==> config.mk <==
export PLATFORM = sky130hd
export DESIGN_NAME = card_shoe_flat
export DESIGN_NICKNAME = d
export VERILOG_FILES = /design/src/rtl/card_shoe_if.sv /design/src/rtl/card_shoe.sv /design/src/flat_wrapper.sv
export SDC_FILE = /design/constraint.sdc
export NUM_CORES = 1
export LEC_CHECK = 0
export ABC_CLOCK_PERIOD_IN_PS = 3200
export CAP_MARGIN = 10
export CORE_ASPECT_RATIO = 1.2
export CORE_UTILIZATION = 27
export CTS_CLUSTER_SIZE = 30
export DETAILED_ROUTE_END_ITERATION = 6
export SYNTH_ARGS = -nofsm -noshare
export SYNTH_HDL_FRONTEND = slang
export SYNTH_SLANG_ARGS = --single-unit
==> constraint.sdc <==
create_clock -name fast_clock -period 3.2 [get_ports fast_clock]
set_clock_uncertainty 0.15 [all_clocks]
set_input_delay 0.64 -clock fast_clock [delete_from_list [all_inputs] [get_ports fast_clock]]
set_output_delay 0.64 -clock fast_clock [all_outputs]
set_load 0.03 [all_outputs]
==> src/rtl/card_shoe_if.sv <==
// Request/response bundle between the card shoe and the card registers.
// The consumer drives deal_req/reshuffle; the shoe drives everything else.
interface card_shoe_if;
    logic       deal_req;
    logic       reshuffle;
    logic [3:0] card_out;
    logic       card_valid;
    logic [9:0] cards_left;
    logic       shoe_empty;

    modport master (
        output deal_req, reshuffle,
        input  card_out, card_valid, cards_left, shoe_empty
    );

    modport slave (
        input  deal_req, reshuffle,
        output card_out, card_valid, cards_left, shoe_empty
    );
endinterface

==> src/rtl/card_shoe.sv <==
// Finite card shoe: deals ranks 1..13 without replacement from DECKS decks,
// one card per level request, with per-rank counts, reshuffle and empty flag.
module card_shoe #(
    parameter int DECKS = 1
) (
    input  logic        fast_clock,
    input  logic        resetb,
    card_shoe_if.slave  bus
);
    localparam logic [5:0] RANK_FULL = 6'(4 * DECKS);
    localparam logic [9:0] SHOE_FULL = 10'(52 * DECKS);

    typedef enum logic [1:0] {IDLE, SEARCH, HOLD} state_t;

    state_t     state, state_d;
    logic [3:0] rank_ctr;
    logic [3:0] probe, probe_d;
    logic [3:0] card_out, card_out_d;
    logic       card_valid, valid_d;
    logic       take;
    logic       hit;
    logic [5:0] counts [1:13];
    logic [9:0] cards_left;

    assign hit = (counts[probe] != 6'd0);

    // NOTE: every output of this block gets a default first, so no path infers a latch.
    always_comb begin
        state_d    = state;
        probe_d    = probe;
        card_out_d = card_out;
        valid_d    = 1'b0;
        take       = 1'b0;
        if (bus.reshuffle) begin
            state_d = bus.deal_req ? HOLD : IDLE;
        end else begin
            case (state)
                IDLE: begin
                    if (bus.deal_req && cards_left != 10'd0) begin
                        probe_d = rank_ctr;
                        state_d = SEARCH;
                    end
                end
                SEARCH: begin
                    if (hit) begin
                        take       = 1'b1;
                        valid_d    = 1'b1;
                        card_out_d = probe;
                        state_d    = HOLD;
                    end else begin
                        probe_d = (probe == 4'd13) ? 4'd1 : probe + 4'd1;
                    end
                end
                HOLD: begin
                    if (!bus.deal_req) state_d = IDLE;
                end
                default: state_d = IDLE;
            endcase
        end
    end

    always_ff @(posedge fast_clock or negedge resetb) begin
        if (!resetb) begin
            state      <= IDLE;
            probe      <= 4'd1;
            card_out   <= 4'd0;
            card_valid <= 1'b0;
        end else begin
            state      <= state_d;
            probe      <= probe_d;
            card_out   <= card_out_d;
            card_valid <= valid_d;
        end
    end

    // NOTE: the count array is reset, not left uninitialised, because the shoe must be full out of reset.
    always_ff @(posedge fast_clock or negedge resetb) begin
        if (!resetb) begin
            rank_ctr   <= 4'd1;
            counts     <= '{default: RANK_FULL};
            cards_left <= SHOE_FULL;
        end else begin
            rank_ctr <= (rank_ctr == 4'd13) ? 4'd1 : rank_ctr + 4'd1;
            if (bus.reshuffle) begin
                counts     <= '{default: RANK_FULL};
                cards_left <= SHOE_FULL;
            end else if (take) begin
                counts[probe] <= counts[probe] - 6'd1;
                cards_left    <= cards_left - 10'd1;
            end
        end
    end

    assign bus.card_out   = card_out;
    assign bus.card_valid = card_valid;
    assign bus.cards_left = cards_left;
    assign bus.shoe_empty = (cards_left == 10'd0);
endmodule

==> src/flat_wrapper.sv <==
// flat-port wrapper written by rule: the top's interface ports become plain ports
module card_shoe_flat 
#(
    parameter int DECKS = 1
)
  (fast_clock, resetb, bus_deal_req, bus_reshuffle, bus_card_out, bus_card_valid, bus_cards_left, bus_shoe_empty);
  card_shoe_if bus_i ();
  input  logic fast_clock;
  input  logic resetb;
  input wire logic [$bits(bus_i.deal_req)-1:0] bus_deal_req;
  input wire logic [$bits(bus_i.reshuffle)-1:0] bus_reshuffle;
  output wire logic [$bits(bus_i.card_out)-1:0] bus_card_out;
  output wire logic [$bits(bus_i.card_valid)-1:0] bus_card_valid;
  output wire logic [$bits(bus_i.cards_left)-1:0] bus_cards_left;
  output wire logic [$bits(bus_i.shoe_empty)-1:0] bus_shoe_empty;
  assign bus_i.deal_req = bus_deal_req;
  assign bus_i.reshuffle = bus_reshuffle;
  assign bus_card_out = bus_i.card_out;
  assign bus_card_valid = bus_i.card_valid;
  assign bus_cards_left = bus_i.cards_left;
  assign bus_shoe_empty = bus_i.shoe_empty;
  card_shoe #(.DECKS(DECKS)) u_core (.fast_clock(fast_clock), .resetb(resetb), .bus(bus_i));
endmodule
==> impl_metrics.json <==
{
  "synthFlopType": "dfrtp_1",
  "rows": 57,
  "yosysUniqueCellTypes": 59,
  "core_area_mm2": 0.0202,
  "fin_area_mm2": 0.00691,
  "yosysWarnings": 0,
  "path_clk_slew_ns": 0.07,
  "layout_commonest_cell": "dfrtp_1",
  "cts_tree": "built",
  "initial_core_util_pct": 27.5,
  "detail-route-antenna-nets": 0,
  "cts.root.buffer_cell": "clkbuf_16",
  "synthCells": 527,
  "synth.largest_area_cell": "dfrtp_1",
  "via_per_inst": 4.94,
  "drt_first_pass_iters": 5,
  "antenna_cells": 0,
  "antenna_found_initial": 0,
  "p_leak_nw": 3.00,
  "synth_edf_count": 0,
  "hold_violations": 0,
  "min_period_ns": 3.12,
  "post-route-util_pct": 34.3,
  "cp_max_fo": 6,
  "fill_cells": 2012,
  "grt_pass1_wl_um": 23400,
  "slew_violations": 0,
  "cts.sinks": 103,
  "pre_cts_slack_ns": -0.0108,
  "rsz0062_at_grt": "yes",
  "critPathKind": "flip-flop to flip-flop",
  "first_iter_violations": 254,
  "numCtsBuffers": 9,
  "whs_ns": 0.338,
  "dp_hpwl_um": 10000,
  "min_from": "u_core.counts[8]$_DFFE_PN1P_",
  "min-delay-path-class": "flip-flop to flip-flop",
  "final_cell_mix": "dfrtp_1, buf_4, o21ai_0, nor2_1, mux2i_1",
  "htree_num_levels": 3,
  "ys_seq_elements": 103,
  "drive_above_1_share_pct": 30.5,
  "tightest_slew_ns": 0.672,
  "synthArstFlopShare_pct": 100,
  "maxCapViolCount": 0,
  "synthTopCellsByArea": "dfrtp_1, dfstp_2, mux2i_1",
  "fin_ws_ns": 0.0754,
  "grt_max_degree": 54,
  "synthToLayoutAreaGrowth_pct": 24.7,
  "ir_worst_vdd_mv": 0.389,
  "wl_per_cell_um": 16.8,
  "yosysSeqAreaShare_pct": 46.9,
  "hold_path_end": "u_core.counts[8]$_DFFE_PN1P_",
  "routabilityCongestion": 0.871,
  "r2r_setup_slack_ns": 0.08,
  "grt_pass1_vias": 4227,
  "rr_worst_depth": 9,
  "remaining_drc_errors": 0,
  "synthesis.nets": 534,
  "clk_path_buf_depth": 2,
  "grt.overflow.total": 0,
  "r2r-start": "u_core.probe[1]$_DFFE_PN0P_",
  "die-width_um": 133,
  "syn_avg_cell_area_um2": 10.5,
  "relSlewSlack_pct": 55.0,
  "syn_area_mm2": 0.00554,
  "finalSetupViolations": 0,
  "die_area_mm2": 0.0211,
  "multi_input_area_mm2": 0.00278,
  "portBuffers": 19,
  "regArea_mm2": 0.00260,
  "nets": 599,
  "ioPinCount": 20,
  "outcome": "finished, final reports clean",
  "die_h_um": 159,
  "fmax_mhz": 320,
  "min_delay_path_depth": 2,
  "placed_area_mm2": 0.00643,
  "vias": 4258,
  "p_per_area_mw_per_mm2": 713,
  "yosysTopAreaCellShare_pct": 38.4,
  "critPathCaptureType": "flip-flop",
  "period_share_pct": 97.6,
  "critPathLaunchType": "flip-flop",
  "track_usage_pct": 14.0,
  "clk_latency_ns": 0.34,
  "wl_um": 14500,
  "cp_data_required_time_ns": 3.31,
  "critPathArrivalTime_ns": 3.24,
  "rr_endpoint": "u_core.probe[0]$_DFFE_PN1P_"
}
[worst max-delay path, cell delays in order (launching register included)]
cell	delay [ns]
dfrtp_2	0.42
buf_6	0.14
mux4_2	0.52
and2_1	0.20
a2111oi_4	0.41
o221ai_4	0.21
o31a_1	0.36
buf_4	0.15
nor2_4	0.12
mux2_1	0.35
[where the power goes]
part | internal, W | switching [W] | total, W | leakage, nW
Sequential | 0.00139 | 0.0000825 | 0.00148 | 1.35
Combinational | 0.000858 | 0.00140 | 0.00226 | 1.49
Clock | 0.000708 | 0.000486 | 0.00119 | 0.156
[cells by family after synthesis]
| logic type | share of synthesized area [%] |
|---|---|
| buf+inv | 4.49 |
| mux | 13.1 |
| fa+ha+maj | 0.677 |
| simple gates | 15.0 |
| flops | 46.9 |
| compound gates | 18.7 |
| xor+xnor | 1.11 |
[per-stage QoR]
step,instances,setup TNS (ns),power (W)
after floorplan,527,0,0.00291
after global placement,836,0,0.00364
after detailed placement,836,-0.0198,0.00365
after CTS,853,0,0.00486
after global routing,862,-0.123,0.00513
final,862,0,0.00493
[worst max-delay path by stage]
stage,from,slack [ns],to,depth (start not counted)
CTS,u_core.probe[0]$_DFFE_PN1P_,0.00008,u_core.probe[1]$_DFFE_PN0P_,12
detailed placement,u_core.probe[1]$_DFFE_PN0P_,-0.01,u_core.counts[68]$_DFFE_PN1P_,8
finish,u_core.probe[1]$_DFFE_PN0P_,0.08,u_core.probe[0]$_DFFE_PN1P_,9
floorplan,u_core.probe[0]$_DFFE_PN1P_,0.03,u_core.probe[0]$_DFFE_PN1P_,11
global route,u_core.probe[0]$_DFFE_PN1P_,-0.03,u_core.bus.cards_left[5]$_DFFE_PN1P_,13
global placement,u_core.probe[0]$_DFFE_PN1P_,0.01,u_core.bus.card_out[0]$_DFFE_PN0P_,12
[Yosys cell counts (all sizes together) (4+ instances only)]
library cell and instances:
o21ai 70, dfstp 18, nor2 56, mux4 7
nor3 7, nor2b 7, or3 6, inv 12
buf 16, nand2 30, nand2b 7, nor4 5
xor2 4, or2 13, o211ai 11, mux2i 42
dfrtp 85, nand3 30, mux2 13, clkbuf 19
a21oi 23
[what timing repair did]
action | in CTS | in global routing
endpoints found under the hold margin | 9 | 0
hold buffers | 1 | 0
cloned | 0 | 1
setup endpoints to repair | 10 | 61
gates resized for setup | 2 | 13
setup buffers | 0 | 8
pin swaps | 0 | 9
[cell type report]
type,instances,area share (%)
sequential,103,37.6
clock inverter,5,1.18
tap,265,4.80
timing repair buffer,88,12.1
inverter,12,0.651
multi-input combinational,378,40.2
clock buffer,11,3.51
[registers in the layout (all words and copies together), names as in the netlist]
signal	count
u_core.counts	78
u_core.bus.cards_left	10
u_core.bus.card_out	4
u_core.probe	4
u_core.rank_ctr	4
u_core.state	2
u_core.bus.card_valid	1
[layer usage]
layer | track usage [%] | wire [um] | vias up | share of wire [%]
li1 | - | - | 2032 | -
met1 | 17.6 | 6450 | 2132 | 44
met2 | 24.5 | 7450 | 75 | 51
met3 | 1.43 | 359 | 19 | 2.5
met4 | 5.28 | 266 | 0 | 1.8
met5 | 0 | 0 | - | 0
(Power assumes the default switching activity.)
